**config.mk**
```make
export PLATFORM = sky130hd
export DESIGN_NAME = cdb_arbiter
export DESIGN_NICKNAME = d
export VERILOG_FILES = /design/src/rtl/cdb_arbiter_pkg.sv /design/src/rtl/cdb_arbiter_rr_core.sv /design/src/rtl/cdb_arbiter.sv
export SDC_FILE = /design/constraint.sdc
export NUM_CORES = 1
export LEC_CHECK = 0
export ABC_AREA = 1
export CAP_MARGIN = 10
export CORE_UTILIZATION = 43
export CTS_BUF_LIST = sky130_fd_sc_hd__clkbuf_16
export DETAILED_ROUTE_END_ITERATION = 10
export GPL_TIMING_DRIVEN = 0
export PLACE_DENSITY = 0.94
export SYNTH_ARGS = -nofsm -noshare
export SYNTH_HDL_FRONTEND = slang
export SYNTH_SLANG_ARGS = --single-unit
```
**constraint.sdc**
```tcl
create_clock -name clk -period 4.1 [get_ports clk]
set_input_delay 0.615 -clock clk [delete_from_list [all_inputs] [get_ports clk]]
set_output_delay 0.615 -clock clk [all_outputs]
set_load 0.05 [all_outputs]
```
**src/rtl/cdb_arbiter_pkg.sv**
```systemverilog
// Shared CDB types: broadcast struct, tag widths, unit indices, pointer helper.
package cdb_arbiter_pkg;

  localparam int NUM_FU    = 4;
  localparam int ROB_IDX_W = 5;
  localparam int PRF_IDX_W = 6;
  localparam int DATA_W    = 32;

  typedef enum logic [1:0] {
    FU_ALU = 2'd0,
    FU_MDU = 2'd1,
    FU_LSU = 2'd2,
    FU_JMP = 2'd3
  } fu_idx_t;

  typedef struct packed {
    logic                 valid;
    logic [ROB_IDX_W-1:0] rob_idx;
    logic [PRF_IDX_W-1:0] pd;
    logic                 rd_we;
    logic [DATA_W-1:0]    data;
  } cdb_t;

  // Round-robin successor: the slot after the winner becomes highest priority.
  function automatic int unsigned rr_next(input int unsigned idx, input int unsigned n);
    return (idx + 1 >= n) ? 0 : idx + 1;
  endfunction

endpackage

```
**src/rtl/cdb_arbiter_rr_core.sv**
```systemverilog
// Combinational rotate/priority-encode: first set request at or after ptr, wrapping.
module rr_arb_core #(
  parameter int N  = 4,
  parameter int IW = (N > 1) ? $clog2(N) : 1
) (
  input  logic [N-1:0]  req_i,
  input  logic [IW-1:0] ptr_i,
  output logic [N-1:0]  grant_onehot_o,
  output logic [IW-1:0] grant_idx_o,
  output logic          any_o
);

  always_comb begin
    logic [IW-1:0] k;
    grant_onehot_o = '0;
    grant_idx_o    = '0;
    any_o          = 1'b0;
    k              = '0;
    for (int i = 0; i < N; i++) begin
      k = IW'((int'(ptr_i) + i) % N);
      if (!any_o && req_i[k]) begin
        any_o             = 1'b1;
        grant_idx_o       = k;
        grant_onehot_o[k] = 1'b1;
      end
    end
  end

endmodule

```
**src/rtl/cdb_arbiter.sv**
```systemverilog
// Round-robin CDB arbiter with a registered broadcast stage.
// Define CDB_ARB_PERF_EN to add grant/conflict/wait performance counters.
module cdb_arbiter #(
  parameter int NUM_REQ   = cdb_arbiter_pkg::NUM_FU,
  parameter int ROB_IDX_W = cdb_arbiter_pkg::ROB_IDX_W,
  parameter int PRF_IDX_W = cdb_arbiter_pkg::PRF_IDX_W,
  parameter int DATA_W    = cdb_arbiter_pkg::DATA_W
) (
  input  logic                           clk,
  input  logic                           rst,
  input  logic [NUM_REQ-1:0]             req_valid,
  output logic [NUM_REQ-1:0]             req_rdy,
  input  logic [NUM_REQ*ROB_IDX_W-1:0]   req_rob_idx,
  input  logic [NUM_REQ*PRF_IDX_W-1:0]   req_pd,
  input  logic [NUM_REQ-1:0]             req_rd_we,
  input  logic [NUM_REQ*DATA_W-1:0]      req_data,
  input  logic                           flush,
  output logic                           cdb_valid,
  output logic [ROB_IDX_W-1:0]           cdb_rob_idx,
  output logic [PRF_IDX_W-1:0]           cdb_pd,
  output logic                           cdb_rd_we,
  output logic [DATA_W-1:0]              cdb_data,
  output logic [$clog2(NUM_REQ)-1:0]     cdb_src
`ifdef CDB_ARB_PERF_EN
  ,
  output logic [NUM_REQ*32-1:0]          perf_grant_cnt,
  output logic [31:0]                    perf_conflict_cnt,
  output logic [NUM_REQ*8-1:0]           perf_max_wait
`endif
);

  import cdb_arbiter_pkg::*;

  localparam int PTR_W = $clog2(NUM_REQ);

  logic [NUM_REQ-1:0][ROB_IDX_W-1:0] rob_arr;
  logic [NUM_REQ-1:0][PRF_IDX_W-1:0] pd_arr;
  logic [NUM_REQ-1:0][DATA_W-1:0]    data_arr;

  assign rob_arr  = req_rob_idx;
  assign pd_arr   = req_pd;
  assign data_arr = req_data;

  logic [PTR_W-1:0]     rr_ptr_q, rr_ptr_d;
  logic                 cdb_valid_q, cdb_valid_d;
  logic [ROB_IDX_W-1:0] cdb_rob_q, cdb_rob_d;
  logic [PRF_IDX_W-1:0] cdb_pd_q, cdb_pd_d;
  logic                 cdb_we_q, cdb_we_d;
  logic [DATA_W-1:0]    cdb_data_q, cdb_data_d;
  logic [PTR_W-1:0]     cdb_src_q, cdb_src_d;

  logic [NUM_REQ-1:0] arb_onehot;
  logic [PTR_W-1:0]   arb_idx;
  logic               arb_any;
  logic               grant;

  rr_arb_core #(.N(NUM_REQ), .IW(PTR_W)) u_core (
    .req_i          (req_valid),
    .ptr_i          (rr_ptr_q),
    .grant_onehot_o (arb_onehot),
    .grant_idx_o    (arb_idx),
    .any_o          (arb_any)
  );

  // rdy is derived from the valid vector but never feeds back into it.
  always_comb begin
    grant       = arb_any & ~flush & ~rst;
    req_rdy     = grant ? arb_onehot : '0;
    rr_ptr_d    = rr_ptr_q;
    cdb_valid_d = grant;
    cdb_rob_d   = cdb_rob_q;
    cdb_pd_d    = cdb_pd_q;
    cdb_we_d    = cdb_we_q;
    cdb_data_d  = cdb_data_q;
    cdb_src_d   = cdb_src_q;
    if (grant) begin
      rr_ptr_d   = PTR_W'(rr_next(32'(arb_idx), NUM_REQ));
      cdb_rob_d  = rob_arr[arb_idx];
      cdb_pd_d   = pd_arr[arb_idx];
      cdb_we_d   = req_rd_we[arb_idx];
      cdb_data_d = data_arr[arb_idx];
      cdb_src_d  = arb_idx;
    end
  end

  always_ff @(posedge clk) begin
    if (rst) begin
      rr_ptr_q    <= '0;
      cdb_valid_q <= 1'b0;
      cdb_rob_q   <= '0;
      cdb_pd_q    <= '0;
      cdb_we_q    <= 1'b0;
      cdb_data_q  <= '0;
      cdb_src_q   <= '0;
    end else begin
      rr_ptr_q    <= rr_ptr_d;
      cdb_valid_q <= cdb_valid_d;
      cdb_rob_q   <= cdb_rob_d;
      cdb_pd_q    <= cdb_pd_d;
      cdb_we_q    <= cdb_we_d;
      cdb_data_q  <= cdb_data_d;
      cdb_src_q   <= cdb_src_d;
    end
  end

  assign cdb_valid   = cdb_valid_q;
  assign cdb_rob_idx = cdb_rob_q;
  assign cdb_pd      = cdb_pd_q;
  assign cdb_rd_we   = cdb_we_q;
  assign cdb_data    = cdb_data_q;
  assign cdb_src     = cdb_src_q;

`ifdef CDB_ARB_PERF_EN
  logic [NUM_REQ-1:0][31:0] grant_cnt_q;
  logic [NUM_REQ-1:0][7:0]  wait_q, max_wait_q;
  logic [31:0]              conflict_q;
  logic                     multi_req;

  assign multi_req = ($countones(req_valid) >= 2);

  // wait_q counts stalled cycles since valid rose; it is folded into the max on grant.
  always_ff @(posedge clk) begin
    if (rst) begin
      grant_cnt_q <= '0;
      wait_q      <= '0;
      max_wait_q  <= '0;
      conflict_q  <= '0;
    end else if (!flush) begin
      if (multi_req && conflict_q != '1) conflict_q <= conflict_q + 32'd1;
      for (int i = 0; i < NUM_REQ; i++) begin
        if (req_rdy[i]) begin
          if (grant_cnt_q[i] != '1) grant_cnt_q[i] <= grant_cnt_q[i] + 32'd1;
          if (wait_q[i] > max_wait_q[i]) max_wait_q[i] <= wait_q[i];
          wait_q[i] <= '0;
        end else if (req_valid[i]) begin
          if (wait_q[i] != '1) wait_q[i] <= wait_q[i] + 8'd1;
        end else begin
          wait_q[i] <= '0;
        end
      end
    end
  end

  assign perf_grant_cnt    = grant_cnt_q;
  assign perf_conflict_cnt = conflict_q;
  assign perf_max_wait     = max_wait_q;
`endif

endmodule

```
Word-level counts from Yosys, hierarchy flattened
Index checks and enable logic that the tools add are counted.
{"block": "totals", "register_bits": 49, "in_bits": 183, "out_inout_bits": 51, "word_cells": 76}
{"block": "op_classes", "n_addsub": 4, "magnitude_cmp": 10, "n_mux": 38, "bitwise": 7, "n_reduce_logical": 10}
{"op": "$bmux 32 s2", "n": 1}
{"op": "$mux 32", "n": 1}
{"op": "$mux 4", "n": 5}
{"op": "$lt 2x3->1 const B", "n": 5}
{"op": "$mux 1", "n": 13}
{"op": "$bmux 6 s2", "n": 1}
{"op": "$or 4x4->4", "n": 3}
{"op": "$bmux 1 s2", "n": 5}
{"op": "$bmux 5 s2", "n": 1}
{"op": "$mux 2", "n": 5}
{"op": "$demux 1 s2", "n": 4}
{"op": "$ge 2x1->1 const B", "n": 4}
{"op": "$logic_and 1x1->1", "n": 7}
{"op": "$mux 6", "n": 1}
{"op": "$mux 5", "n": 1}
{"op": "$add 2x2->2 const B", "n": 2}
{"op": "$add 2x1->3 const B", "n": 1}
{"op": "$ge 3x3->1 const B", "n": 1}
{"op": "$logic_not 1->1", "n": 3}
{"op": "$add 2x1->2 const B", "n": 1}
{"op": "$and 1x1->1", "n": 2}
{"op": "$not 1->1", "n": 2}

Depth between registers and ports, before layout
{"block": "logic_depth", "depth_word": 15, "depth_mapped": 17}

Modules after synthesis
From an unflattened synthesis, not the netlist that was laid out.
{"block": "hier_totals", "cells_unflattened": 750, "area_unflattened_um2": 3981.3}
{"mod": "cdb_arbiter", "n_inst": 1, "cells_each": 676, "area_per_inst_um2": 3540.9}
{"mod": "rr_arb_core", "n_inst": 1, "cells_each": 74, "area_per_inst_um2": 440.4}

Worst setup path before layout
No wires, ideal clock.
{"block": "synth_path", "path_kind": "register to output", "from": "register rr_ptr_q[0]", "to": "output port req_rdy[0]", "t_arrival_ns": 2.164, "t_required_ns": 3.485, "slack_ns": 1.321, "stages_incl_launch_ff": 14, "path_buffers": 2, "path_cell_list": "dfxtp_1 -> buf_6 -> inv_6 -> ha_1 -> inv_1 -> nand3_1 -> nand2_1 -> inv_2 -> nand3_4 -> nand3_4 -> inv_4 -> buf_2 -> nand2_1 -> inv_1"}
{"block": "synth_via", "elab_chain_cells": 15}
{"element": "start: declaration", "line": "cdb_arbiter.sv:44", "source": "logic [PTR_W-1:0] rr_ptr_q, rr_ptr_d;"}
{"element": "start signal: assignment", "line": "cdb_arbiter.sv:96", "source": "rr_ptr_q <= rr_ptr_d;"}
{"element": "parallel branches: the longest is 14 deep, another holds $lt 2x3->1"}
{"element": "$mux 4 *", "line": "cdb_arbiter.sv:68", "source": "req_rdy = grant ? arb_onehot : '0;"}
{"element": "end: declaration", "line": "cdb_arbiter.sv:12", "source": "output logic [NUM_REQ-1:0] req_rdy,"}
Every way passes the cells marked *. The select of a mux whose other input is x is not followed.

Worst setup path in the final report
{"block": "layout_path", "from": "register rr_ptr_q[0]", "to": "output port req_rdy[2]"}
Same word-level chain as after synthesis.

==> flow_summary_export.csv <==
group,metric,value,unit
setup_path,reg2reg_depth,14,
global_routing,grt_pass1_vias,5146,
worst_hold_path,hold_path_class,"flip-flop to flip-flop",
detailed_routing,first_pass_iters,7,
timing,drv_slew,0,
setup_path,crit_path_cell_trace,"buf_6, inv_6, ha_1, inv_1, nand2_1, nand2_1, nor2_4, nand3_4, nand3_4, inv_4, o21ai_0, inv_1, clkdlybuf4s50_1",
detailed_routing,wl_per_cell,15.0,um
timing,relSlewSlack,0.635,
detailed_routing,drc,0,
job,maxCapViolations,0,
outcome,status,"finished, final reports clean",
logic_synthesis,synthesis.area,4170,um2
final_layout,n_antenna_cell,0,
die,die_area,10100,um2
final_layout,register_area,981,um2
clock_network,clk_pin_slew,60,ps
place,dpl.hpwl,12.6,mm
die,num_io_pins,234,
detailed_routing,routed_wl,16.0,mm
place,io_buffers,233,
timing,period_needed,3760,ps
final_layout,multi_input_area,2470,um2
logic_synthesis,yosysSeqAreaShare,0.235,
timing,setup_viol,0,
logic_synthesis,synth_common_cells,"223 x nand2_1, 109 x inv_1, 95 x nand3_1",
logic_synthesis,ys_warn_count,0,
timing,period_share,0.917,
setup_path,cp.arrival,3140,ps
clock_network,cts_buffer_depth,2,
setup_path,cp-start-kind,"flip-flop",
power,p_leak,0.00343,uW
place,pre_cts_slack,296,ps
clock_network,post_cts.repair.setup_buffers,0,
die,die_h,100,um
timing,holdWs,477,ps
final_layout,area_growth,63.2,%
timing,skew,2.82,ps
global_routing,grt_max_degree,14,
worst_hold_path,hold_depth,2,
timing,worst_slew_pin_slew,546,ps
die,start_util,0.447,
timing,fmax,266,MHz
logic_synthesis,dominantRegCellSynth,"dfxtp_1",
setup_path,crit-reg2reg-launch,"rr_ptr_q[0]",
logic_synthesis,synth.area.top_cells,"dfxtp_1 24%, nand2_1 20%, nand3_1 11%, inv_1 9.8%, nand4_1 7.4%",
worst_hold_path,holdPathEnd,"cdb_data[9]",
logic_synthesis,synth-edff-count,0,
logic_synthesis,ys_types,36,
setup_path,rr_endpoint,"rr_ptr_q[1]",
place,gp_congestion,0.945,
detailed_routing,ant_nets,0,
logic_synthesis,syn_avg_cell_area,5.98,um2
clock_network,cts.sinks,49,
logic_synthesis,async_reset_ff_frac,0,
clock_network,cts_hold_buf,0,
detailed_routing,via_count,5484,
clock_network,clockRootBuffer,"clkbuf_16",
power,p_total,3490,uW
setup_path,crit_slowest_cell,"clkdlybuf4s50_1",
setup_path,crit_type,"flip-flop to output port",
power,ir_drop,0.000248,V
global_routing,antenna_found_initial,0,
power,powerDensity,512,nW/um2
place,dp_cells,1059,
setup_path,cp.required,3480,ps
clock_network,cts_tree,"yes",
worst_hold_path,hp-start,"cdb_data[9]",
detailed_routing,dr.first_iter.drc_count,227,
clock_network,cts_buffers,5,
logic_synthesis,yosysTopAreaCell,"dfxtp_1",
global_routing,grt_pass1_wl,24.5,mm
detailed_routing,vias_per_cell,5.14,
final_layout,layout-drive-gt1-share,0.0768,
global_routing,grt.total_usage,0.311,
global_routing,grt.overflow.total,0,
clock_network,htree_levels,2,
logic_synthesis,yosysTopAreaCellShare,0.235,
timing,hold_viol,0,
die,fp.dieW,100,um
timing,final.setup.worst_slack,340,ps
die,num_rows,35,
setup_path,crit_fanout,12,
setup_path,r2r_slack,1210,ps
logic_synthesis,yosysMostFrequentCell,"nand2_1",
timing,rsz0062_at_grt,"no",
clock_network,clock_latency,280,ps
setup_path,critPathCaptureType,"output port",
logic_synthesis,ys_ff_latch,49,
setup_path,cpPeakStageDelay,790,ps
final_layout,nNetsFinal,1129,
final_layout,fillers,823,
die,core-area,9330,um2
final_layout,fin_cells,1066,
timing,setup-tns-final,0,ps
logic_synthesis,synth_cells,697,
logic_synthesis,synth.net_count,889,
## flip-flops by register name, indices dropped and copies added (netlist names)
| register | cells |
|---|---|
| cdb_valid | 1 |
| cdb_rd_we | 1 |
| cdb_rob_idx | 5 |
| cdb_data | 32 |
| cdb_pd | 6 |
| rr_ptr_q | 2 |
| cdb_src | 2 |
## critical path: cells and delay by family, from the launching register on
| kind | cells | cell delay (ps) |
|---|---|---|
| simple gates | 5 | 560 |
| fa+ha+maj | 1 | 370 |
| flops | 1 | 430 |
| buf+inv | 6 | 1380 |
| compound gates | 1 | 120 |
## routing by layer
| layer | global-route usage | wire, um |
|---|---|---|
| met2 | 0.564 | 7840 |
| met1 | 0.342 | 6040 |
| met3 | 0.0784 | 1610 |
| met4 | 0.138 | 487 |
| met5 | 0 | 0 |
## worst max-delay path by stage
stage / from / to / slack (ps) / cells after the start
3_5_place_dp: req_valid[3] / req_rdy[1] / 300 / 13
3_3_place_gp: req_valid[2] / req_rdy[3] / 340 / 13
2_1_floorplan: rr_ptr_q[0] / req_rdy[0] / 1320 / 13
4_1_cts: rr_ptr_q[0] / req_rdy[1] / 160 / 14
6_report: rr_ptr_q[0] / req_rdy[2] / 340 / 13
5_1_grt: rr_ptr_q[0] / req_rdy[2] / 170 / 13
## through the flow
stage | utilization | instance area [um2]
floorplan | - | 4170
global placement | 0.714 | 6660
finish | 0.729 | 6800
detailed placement | 0.714 | 6660
global route | 0.729 | 6800
CTS | 0.729 | 6800
## layout make-up
cell class,count,area share
plain buffers,45,0.0403
inverters,117,0.0656
multi-input cells,486,0.363
repair buffers,233,0.344
flip-flops and latches,49,0.144
clock inverters,2,0.00110
clock buffers,5,0.0184
well taps,129,0.0237
## cells in the final DEF (no fill, tap or decap), drive strengths merged, types with 2 or more instances in the layout
cell and count:
inv 118, o21ai 4, nand2 230, o211ai 27
dlymetal6s2s 3, nand4 50, o221ai 3, ha 9
buf 32, dfxtp 49, clkdlybuf4s50 230, clkbuf 18
a21oi 2, or2 26, nor2 28, a22oi 3
nand3 100
## what timing repair did
| item | CTS | global route |
|---|---|---|
| resized for setup | 0 | 3 |
| endpoints found under the setup margin | 0 | 3 |
| endpoints found under the hold margin | 0 | 0 |
## logic make-up after synthesis
kind of cell / Yosys count / synth area share
compound gates: 43 / 0.0741
flops: 49 / 0.235
buf+inv: 162 / 0.173
simple gates: 434 / 0.491
fa+ha+maj: 9 / 0.0270
## power breakdown
part	internal (uW)	switching (uW)	total [uW]
registers	611	80.7	692
clock network	219	168	386
logic	870	1540	2410
No activity file was read; power rests on OpenSTA's default activity.
